<file path="config.mk">
export PLATFORM = sky130hd
export DESIGN_NAME = video_frame_counter
export DESIGN_NICKNAME = d
export VERILOG_FILES = /design/src/rtl/video_pkg.sv /design/src/rtl/sync_delay_line.sv /design/src/rtl/video_frame_counter.sv
export SDC_FILE = /design/constraint.sdc
export NUM_CORES = 1
export LEC_CHECK = 0
export BUFFER_PORTS_ARGS = -buffer_cell sky130_fd_sc_hd__buf_2
export CORE_MARGIN = 2
export CORE_UTILIZATION = 35
export DETAILED_ROUTE_END_ITERATION = 16
export GPL_TIMING_DRIVEN = 0
export PLACE_DENSITY_LB_ADDON = 0.1
export SLEW_MARGIN = 10
export SYNTH_ARGS = -nofsm -noshare
export SYNTH_HDL_FRONTEND = slang
export SYNTH_SLANG_ARGS = --single-unit
</file>
<file path="constraint.sdc">
create_clock -name clk -period 5 [get_ports clk]
set_input_delay 0.25 -clock clk [delete_from_list [all_inputs] [get_ports clk]]
set_output_delay 0.25 -clock clk [all_outputs]
set_load 0.02 [all_outputs]
</file>
<file path="src/rtl/video_pkg.sv">
// Shared video pipeline definitions: coordinate type, default 640x480 timing
// and colour depth used by the pixel-pipeline cores.
package video_pkg;

  typedef logic [10:0] coord_t;

  // Default 640x480 @ 60 Hz timing
  localparam int HD = 640;
  localparam int HF = 16;
  localparam int HB = 48;
  localparam int HR = 96;
  localparam int VD = 480;
  localparam int VF = 10;
  localparam int VB = 33;
  localparam int VR = 2;

  localparam int CD = 12;

  localparam int COORD_MAX = 2047;

  // Inclusive unsigned range test on coordinates.
  function automatic logic in_span(input coord_t v, input coord_t lo, input coord_t hi);
    return (v >= lo) && (v <= hi);
  endfunction

endpackage

</file>
<file path="src/rtl/sync_delay_line.sv">
// Parameterized-depth shift register; every stage resets to RESET_VAL so the
// delayed outputs look idle until real data reaches the end of the line.
module sync_delay_line #(
  parameter int           W         = 1,
  parameter int           DEPTH     = 1,
  parameter logic [W-1:0] RESET_VAL = '0
) (
  input  logic         clk,
  input  logic         reset,
  input  logic [W-1:0] d,
  output logic [W-1:0] q
);

  logic [W-1:0] stage [DEPTH];

  always_ff @(posedge clk) begin
    if (reset) begin
      for (int i = 0; i < DEPTH; i++) stage[i] <= RESET_VAL;
    end else begin
      stage[0] <= d;
      for (int i = 1; i < DEPTH; i++) stage[i] <= stage[i-1];
    end
  end

  assign q = stage[DEPTH-1];

endmodule

</file>
<file path="src/rtl/video_frame_counter.sv">
// Video timing generator: pixel-tick divider, (x, y) counters, line/frame
// strobes and registered sync decode. Define SYNC_DELAY_EN to add SYNC_DLY
// extra register stages on hsync/vsync/video_on.
module video_frame_counter
  import video_pkg::*;
#(
  parameter int HD       = video_pkg::HD,
  parameter int HF       = video_pkg::HF,
  parameter int HB       = video_pkg::HB,
  parameter int HR       = video_pkg::HR,
  parameter int VD       = video_pkg::VD,
  parameter int VF       = video_pkg::VF,
  parameter int VB       = video_pkg::VB,
  parameter int VR       = video_pkg::VR,
  parameter int TICK_DIV = 4,
  parameter int SYNC_DLY = 2
) (
  input  logic        clk,
  input  logic        reset,
  output coord_t      x,
  output coord_t      y,
  output logic        pixel_tick,
  output logic        hsync,
  output logic        vsync,
  output logic        video_on,
  output logic        line_start,
  output logic        frame_start,
  output logic [15:0] frame_cnt
);

  localparam int HT = HD + HF + HB + HR;
  localparam int VT = VD + VF + VB + VR;
  localparam int TW = $clog2(TICK_DIV);

  if (HT > COORD_MAX || VT > COORD_MAX) begin : g_bad_total
    $error("video_frame_counter: HT/VT do not fit in 11 bits");
  end
  if (TICK_DIV < 2) begin : g_bad_div
    $error("video_frame_counter: TICK_DIV must be at least 2");
  end
  if (SYNC_DLY < 1) begin : g_bad_dly
    $error("video_frame_counter: SYNC_DLY must be at least 1");
  end

  localparam coord_t X_LAST    = coord_t'(HT - 1);
  localparam coord_t Y_LAST    = coord_t'(VT - 1);
  localparam coord_t X_DISP    = coord_t'(HD);
  localparam coord_t Y_DISP    = coord_t'(VD);
  localparam coord_t H_SYNC_LO = coord_t'(HD + HF);
  localparam coord_t H_SYNC_HI = coord_t'(HD + HF + HR - 1);
  localparam coord_t V_SYNC_LO = coord_t'(VD + VF);
  localparam coord_t V_SYNC_HI = coord_t'(VD + VF + VR - 1);

  localparam logic [TW-1:0] TICK_LAST = TW'(TICK_DIV - 1);
  localparam logic [TW-1:0] TICK_PRE  = TW'(TICK_DIV - 2);

  logic [TW-1:0] tick_cnt;

  // pixel_tick is registered one count early so it is high exactly while
  // tick_cnt == TICK_DIV-1, without a combinational path to the output.
  always_ff @(posedge clk) begin
    if (reset) begin
      tick_cnt   <= '0;
      pixel_tick <= 1'b0;
    end else begin
      tick_cnt   <= (tick_cnt == TICK_LAST) ? '0 : tick_cnt + 1'b1;
      pixel_tick <= (tick_cnt == TICK_PRE);
    end
  end

  always_ff @(posedge clk) begin
    if (reset) begin
      x           <= '0;
      y           <= '0;
      line_start  <= 1'b0;
      frame_start <= 1'b0;
      frame_cnt   <= '0;
    end else begin
      line_start  <= 1'b0;
      frame_start <= 1'b0;
      if (pixel_tick) begin
        if (x == X_LAST) begin
          x          <= '0;
          line_start <= 1'b1;
          if (y == Y_LAST) begin
            y           <= '0;
            frame_start <= 1'b1;
            frame_cnt   <= frame_cnt + 16'd1;
          end else begin
            y <= y + 11'd1;
          end
        end else begin
          x <= x + 11'd1;
        end
      end
    end
  end

  logic hsync_d, vsync_d, video_on_d;
  logic hsync_r, vsync_r, video_on_r;

  always_comb begin
    hsync_d    = !in_span(x, H_SYNC_LO, H_SYNC_HI);
    vsync_d    = !in_span(y, V_SYNC_LO, V_SYNC_HI);
    video_on_d = (x < X_DISP) && (y < Y_DISP);
  end

  // One register here lines sync up with the 1-clk sprite ROM read downstream.
  always_ff @(posedge clk) begin
    if (reset) begin
      hsync_r    <= 1'b1;
      vsync_r    <= 1'b1;
      video_on_r <= 1'b0;
    end else begin
      hsync_r    <= hsync_d;
      vsync_r    <= vsync_d;
      video_on_r <= video_on_d;
    end
  end

`ifdef SYNC_DELAY_EN
  sync_delay_line #(
    .W         (3),
    .DEPTH     (SYNC_DLY),
    .RESET_VAL (3'b110)
  ) u_sync_dly (
    .clk   (clk),
    .reset (reset),
    .d     ({hsync_r, vsync_r, video_on_r}),
    .q     ({hsync, vsync, video_on})
  );
`else
  assign hsync    = hsync_r;
  assign vsync    = vsync_r;
  assign video_on = video_on_r;
`endif

endmodule

</file>
* Yosys cells after proc, flatten, opt, wreduce, memory -nomap -nowiden
Index checks and enable logic that the tools add are counted.
Storage, ports and cells: input bits 2, word-level logic and storage cells 40, flip-flop bits (word level) 46
Cells by class: add/subtract/negate cells 4, bitwise gates (word level) 2, magnitude comparators 6, equal/unequal tests 4, reductions and logical operators 10, multiplexer cells 4
Operators by type and width (number):
- $add 11x1->11 const B | 2
- $eq 11x10->1 const B | 2
- $mux 11 | 2
- $add 16x1->16 const B | 1
- $ge 11x10->1 const B | 1
- $ge 11x9->1 const B | 1
- $le 11x10->1 const B | 1
- $le 11x9->1 const B | 1
- $lt 11x10->1 const B | 1
- $lt 11x9->1 const B | 1
- $eq 2x2->1 const B | 2
- $reduce_or 2->1 | 2
- $logic_and 1x1->1 | 3
- $reduce_and 3->1 | 1
- $reduce_or 3->1 | 1
- $add 2x1->2 const B | 1
- $logic_not 1->1 | 2
- $mux 1 | 2
- $not 1->1 | 2
- $reduce_and 2->1 | 1

* Depth between registers and ports, before layout
Gate-level depths: netlist of the first run.
word-level depth 3, mapped depth 7

* Worst setup path after synthesis of the first run
No wires, ideal clock.
path kind flip-flop to flip-flop, from register x[0], to register y[9], stages on the path, launching flop included 8, buffers on the path 2, setup slack 2986 ps, arrival time 1944 ps, data required time 4930 ps, cell sequence dfxtp_1 -> ha_1 -> and4_1 -> buf_6 -> nand4_2 -> buf_2 -> or3_1 -> a21oi_1
On the way: word-level cells in the longest chain between the ends 2
Ends and longest elaborated chain:
- start, declared | RTL line video_frame_counter.sv:20 | output coord_t x,
- start signal, assigned | RTL line video_frame_counter.sv:93 | x <= x + 11'd1;
- $eq 11x10->1 | RTL line video_frame_counter.sv:82 | if (x == X_LAST) begin
- $reduce_and 2->1 (no source line)
- end signal, assigned | RTL line video_frame_counter.sv:90 | y <= y + 11'd1;
- end, declared | RTL line video_frame_counter.sv:21 | output coord_t y,
No other way between the ends. A chain may end at the register's enable or synchronous reset.

* Final worst setup path of the first run
from register x[0], to register y[8]
The elaborated chain is that of the path after synthesis.

==> flow_metrics.tcl, run 1 <==
set metrics [dict create \
    r2r_start "x[0]" \
    yosysMostFrequentCell "dfxtp_1" \
    skew_ns 0.00927 \
    ys.flop_type "dfxtp_1" \
    synth_common_cells "dfxtp_1, a21oi_1, nor2_1, o31ai_1, or4_1" \
    cts_setup_buffers 0 \
    cp_num_buf_inv 2 \
    drt_pass1_iterations 4 \
    whs_path_depth 3 \
    final-max-slew-violation-count 0 \
    synth_top_cell_by_area "dfxtp_1" \
    drive_gt1_share_pct 21.7 \
    path_clk_slew_ns 0.09 \
    setup_viol 0 \
    netSwitchingPower_w 0.000147 \
    cellLeakagePower_nw 1.07 \
    hold_violations 0 \
    h-tree-depth 2 \
    synth_edf_count 0 \
    ys_ff_latch 46 \
    cp_data_arrival_time_ns 2.35 \
    gp_congestion 0.773 \
    clock_latency_ns 0.30 \
    worstMarginPinSlew_ns 0.548 \
    post-route-min-period_ns 2.18 \
    p_clk_share_pct 41.4 \
    core_sq_mm 0.00646 \
    first_global_vias 2083 \
    synth_area_sq_mm 0.00237 \
    clkSinkCount 46 \
    grt_remaining_overflow 0 \
    finalSetupTns_ns 0 \
    met1_usage_pct 25.1 \
    wire_per_inst_microns 15.0 \
    report.power.total_w 0.000671 \
    cts_buffers 5 \
    yosys_warnings 0 \
    clock_path_buffers 2 \
    wl_mm 5.92 \
    dr_total_vias 2185 \
    worstPathMaxFanout 10 \
    reg2regPathDepth 7 \
    min_to "y[0]" \
    critPathSlowestCell "dfxtp_1" \
    area_delta_synth_final_pct 18.2 \
    rsz0062_at_grt "no" \
    synth.avg_cell_area_sq_um 8.93 \
    synth_top_area_share_pct 38.9 \
    cts_resized 0 \
    p_int_w 0.000524 \
    met2_usage_pct 26.0 \
    critPathLaunchType "flip-flop" \
    synthDistinctLibCells 38 \
    status "finished clean" \
    critPathTopFamily "compound AO/OA/AOI/OAI gates" \
    min-delay-start "reset" \
    use_met3_pct 3.90 \
    grt_max_degree 15 \
    critPathMaxStageDelay_ns 0.47 \
    hold_slack_ns 0.366 \
    max_freq_ghz 0.458 \
    maxCapViolations 0 \
    final_antenna_net_count 0 \
    cts.hold.buffers_added 0 \
    drc 0 \
    final_nets 327 \
    ys_top_cells_by_area "dfxtp_1, a21oi_1, o31ai_1" \
    synthArstFlopShare_pct 0 \
    syn_nets 275 \
    hold_path.class "in2reg" \
    port_buffers 45 \
    die_area_sq_mm 0.00743 \
    required_ns 5.17 \
    cts_tree "built" \
    ff2ff_setup_slack_ns 2.82 \
    critical_path_class "reg2reg" \
    ys_seq_area_share_pct 38.9 \
    io_pins 46 \
    reg2reg_to "y[8]" \
    powerDensity_mw_per_mm2 240 \
    grt_usage_pct 17.5 \
    antenna_found_initial 0 \
    num_rows 29 \
    via_per_inst 5.53 \
    drtIter0Drc 86 \
    hpwl_mm 4.15 \
    antenna_cells 0 \
    endpoint_kind "flip-flop" \
    root_buffer "clkbuf_8" \
    path_cells "ha_1 -> and4_1 -> buf_6 -> nand4_2 -> buf_2 -> o21bai_2 -> a21oi_1" \
    chipHeight_microns 86.2 \
    start_util_pct 36.6 \
    seqPwrFrac_pct 55.7 \
    max_slew_margin_pct 63.5 \
    die_w_microns 86.2 \
    grt_pass1_wl_mm 10.3 \
    peakVddDrop_mv 0.120 \
    pwr-share-comb_pct 2.8 \
    fin_crit_sh_pct 43.6 \
    swShare_pct 21.9 \
    netlist_instances 265 \
    grt_busiest_layer "met2" \
]
how the worst max path moves through the flow:
stage,end,startpoint,depth (start not counted)
detailed placement,y[3],x[0],7
CTS,y[8],x[0],7
finish,y[8],x[0],7
global route,y[9],x[0],7
floorplan,y[9],x[0],7
global placement,y[0],x[0],7
metrics by stage:
step | area (sq um) | util (%) | std cells | setup slack (ns)
after global routing | 2800 | 43.3 | 395 | 2.59
after global placement | 2690 | 41.6 | 387 | 2.79
after detailed placement | 2690 | 41.6 | 387 | 2.81
after CTS | 2800 | 43.3 | 395 | 2.79
final | 2800 | 43.3 | 395 | 2.82
after floorplan | 2370 | - | 265 | 2.99
flip-flops by register name, summed over array words and instances, names as in the netlist:
name         flops
frame_cnt       16
x               11
y               11
tick_cnt         2
frame_start      1
hsync            1
line_start       1
pixel_tick       1
video_on         1
vsync            1
area by class of cell:
cell class / instances / area [sq um]
Fill cell: 686 / 3660
Multi-Input combinational cell: 194 / 1310
Sequential cell: 46 / 921
Timing Repair Buffer: 45 / 225
Buffer: 17 / 105
Tap cell: 77 / 96.3
Clock buffer: 5 / 68.8
Clock inverter: 3 / 40.0
Inverter: 8 / 30.0
tightest hold or removal path, delay by kind of cell:
family | cells | cell delay, ns
AO/OA/AOI/OAI | 1 | 0.22
AND/OR/NAND/NOR | 1 | 0.07
buffers and inverters | 1 | 0.10
power groups by stage:
stage | Sequential (W) | Clock (W) | Combinational (W)
after global placement | 0.000382 | 0 | 0.0000193
final | 0.000374 | 0.000278 | 0.0000190
after detailed placement | 0.000382 | 0 | 0.0000193
after CTS | 0.000374 | 0.000287 | 0.0000193
after global routing | 0.000375 | 0.000308 | 0.0000217
after floorplan | 0.000384 | 0 | 0.0000109
cell families (layout without fill, tap and decap cells):
kind of cell,Yosys count,in the layout,share of synthesized area [%]
xor gates and xnor gates,13,13,4.81
AOI/OAI and AO/OA,55,55,14.1
and+or+nand+nor,118,118,32.2
DFF,46,46,38.9
buffers and inverters,25,78,5.71
adders and majority gates,8,8,4.23
per-layer routing:
metal	routed length, microns	up-vias
met5	0	-
met2	2620	43
li1	-	1103
met4	43	0
met1	3040	1037
met3	218	2
layout by cell type, fill, tap and decap left out, drive strengths merged, types with 6 or more instances in the layout:
cell     n
buf     55
dfxtp   46
a21oi   26
nand4   20
nor2    17
o31ai   17
or4     17
nand3   13
nand2   13
clkbuf  12
inv      8
ha       8
o21ai    8
xor2     7
nor3     7
xnor2    6
and3     6
or3      6
Power figures use the tool's default switching activity.
==> run 2: changes to the inputs <==
Clock period 5 ns to 2.2 ns, I/O delays scaled along.
==> flow_metrics.tcl, run 2 (synthesis results as in run 1) <==
set metrics [dict create \
    status "finished clean" \
    regMostFlops "frame_cnt" \
    hold_violations 0 \
    powerDensity_mw_per_mm2 540 \
    wire_per_inst_microns 14.9 \
    area_delta_synth_final_pct 19.8 \
    via_per_inst 5.53 \
    wl_mm 5.94 \
    die_area_sq_mm 0.00743 \
    die_w_microns 86.2 \
    grt_usage_pct 17.5 \
    drtIter0Drc 84 \
    min_to "y[0]" \
    critPathMaxStageDelay_ns 0.40 \
    grt_pass1_wl_mm 10.3 \
    dr_total_vias 2199 \
    cp_num_buf_inv 2 \
    min-delay-start "reset" \
    core_sq_mm 0.00646 \
    drc 0 \
    final_antenna_net_count 0 \
    hold_slack_ns 0.175 \
    required_ns 2.44 \
    antenna_cells 0 \
    reg2regPathDepth 7 \
    antenna_found_initial 0 \
    io_pins 46 \
    h-tree-depth 2 \
    maxCapViolations 0 \
    critPathSlowestCell "dfxtp_2" \
    grt_remaining_overflow 0 \
    post-route-min-period_ns 2.04 \
    worstPathMaxFanout 10 \
    gp_congestion 0.773 \
    path_cells "ha_1 -> and4_2 -> buf_6 -> nand4_2 -> clkbuf_4 -> or3_1 -> a21oi_1" \
    max_slew_margin_pct 64.4 \
    cts_tree "built" \
    root_buffer "clkbuf_8" \
    path_clk_slew_ns 0.09 \
    peakVddDrop_mv 0.273 \
    first_global_vias 2083 \
    cts_buffers 5 \
    clock_latency_ns 0.30 \
    port_buffers 45 \
    pre_cts_slack_ns 0.00914 \
    max_freq_ghz 0.489 \
    drt_pass1_iterations 4 \
    largest_register_ffs 16 \
    start_util_pct 36.6 \
    setup_ws_ns 0.156 \
    final-max-slew-violation-count 0 \
    cellLeakagePower_nw 1.10 \
    ff2ff_setup_slack_ns 0.16 \
    r2r_start "x[0]" \
    cts.hold.buffers_added 0 \
    critical_path_class "reg2reg" \
    endpoint_kind "flip-flop" \
    chipHeight_microns 86.2 \
    critPathLaunchType "flip-flop" \
    setup_viol 0 \
    grt_max_degree 15 \
    clkSinkCount 46 \
    worstMarginPinSlew_ns 0.534 \
    whs_path_depth 3 \
    layout_commonest_cell "buf_2" \
    skew_ns 0.00830 \
    clock_path_buffers 2 \
    largestRegisters "frame_cnt: 16 flops, x: 11 flops, y: 11 flops" \
    cp_data_arrival_time_ns 2.28 \
    drive_gt1_share_pct 24.0 \
    critPathTopFamily "simple AND/OR/NAND/NOR gates" \
    layout_common_cells "buf_2, dfxtp_1, a21oi_1" \
    hold_path.class "in2reg" \
    reg2reg_to "y[9]" \
    final_nets 330 \
    hpwl_mm 4.15 \
    fin_crit_sh_pct 92.9 \
    num_rows 29 \
]
[run 2: layout make-up]
class	count	area [sq um]
inverters	8	30.0
multi-input cells	194	1320
clock inverters	3	40.0
plain buffers	17	110
clock buffers	5	68.8
fillers	687	3620
well taps	77	96.3
repair buffers	48	248
flip-flops and latches	46	923
[run 2: timing repair]
action,CTS,global route
gates resized for setup,1,8
buffers inserted,0,3
endpoints found under the setup margin,5,24
[run 2: power breakdown]
| group | internal [W] | switching [W] | total (W) |
|---|---|---|---|
| Clock | 0.000335 | 0.000301 | 0.000636 |
| Combinational | 0.0000156 | 0.0000287 | 0.0000443 |
| Sequential | 0.000841 | 0.00000886 | 0.000850 |
| Total | 0.00119 | 0.000339 | 0.00153 |
[run 2: worst register-to-register path: stages (launching register included)]
cell,delay [ns]
dfxtp_2,0.40
ha_1,0.20
and4_2,0.29
buf_6,0.17
nand4_2,0.18
clkbuf_4,0.25
or3_1,0.36
a21oi_1,0.14
[run 2: per-layer routing]
layer  share of wire [%]  GRT usage, %  vias to the layer above
li1                    -             -                     1108
met1                  51          25.1                     1042
met2                  44          25.9                       45
met3                 3.9          3.90                        4
met4                 1.1          5.97                        0
met5                   0             0                        -
[run 2: worst max path at each step]
stage | endpoint | from | slack [ns] | depth (start not counted)
global route | y[9] | x[0] | -0.009 | 7
finish | y[9] | x[0] | 0.16 | 7
global placement | y[0] | x[0] | -0.009 | 7
floorplan | y[9] | x[0] | 0.19 | 7
CTS | y[9] | x[0] | 0.03 | 7
detailed placement | y[3] | x[0] | 0.009 | 7
[run 2: metrics by stage]
stage,area (sq um),instances,total power (W),utilization [%],TNS [ns]
finish,2840,398,0.00153,43.9,0
global placement,2690,387,0.000913,41.6,-0.0261
global route,2840,398,0.00160,43.9,-0.00862
detailed placement,2690,387,0.000913,41.6,0
floorplan,2370,265,0.000897,-,0
CTS,2800,395,0.00155,43.4,0
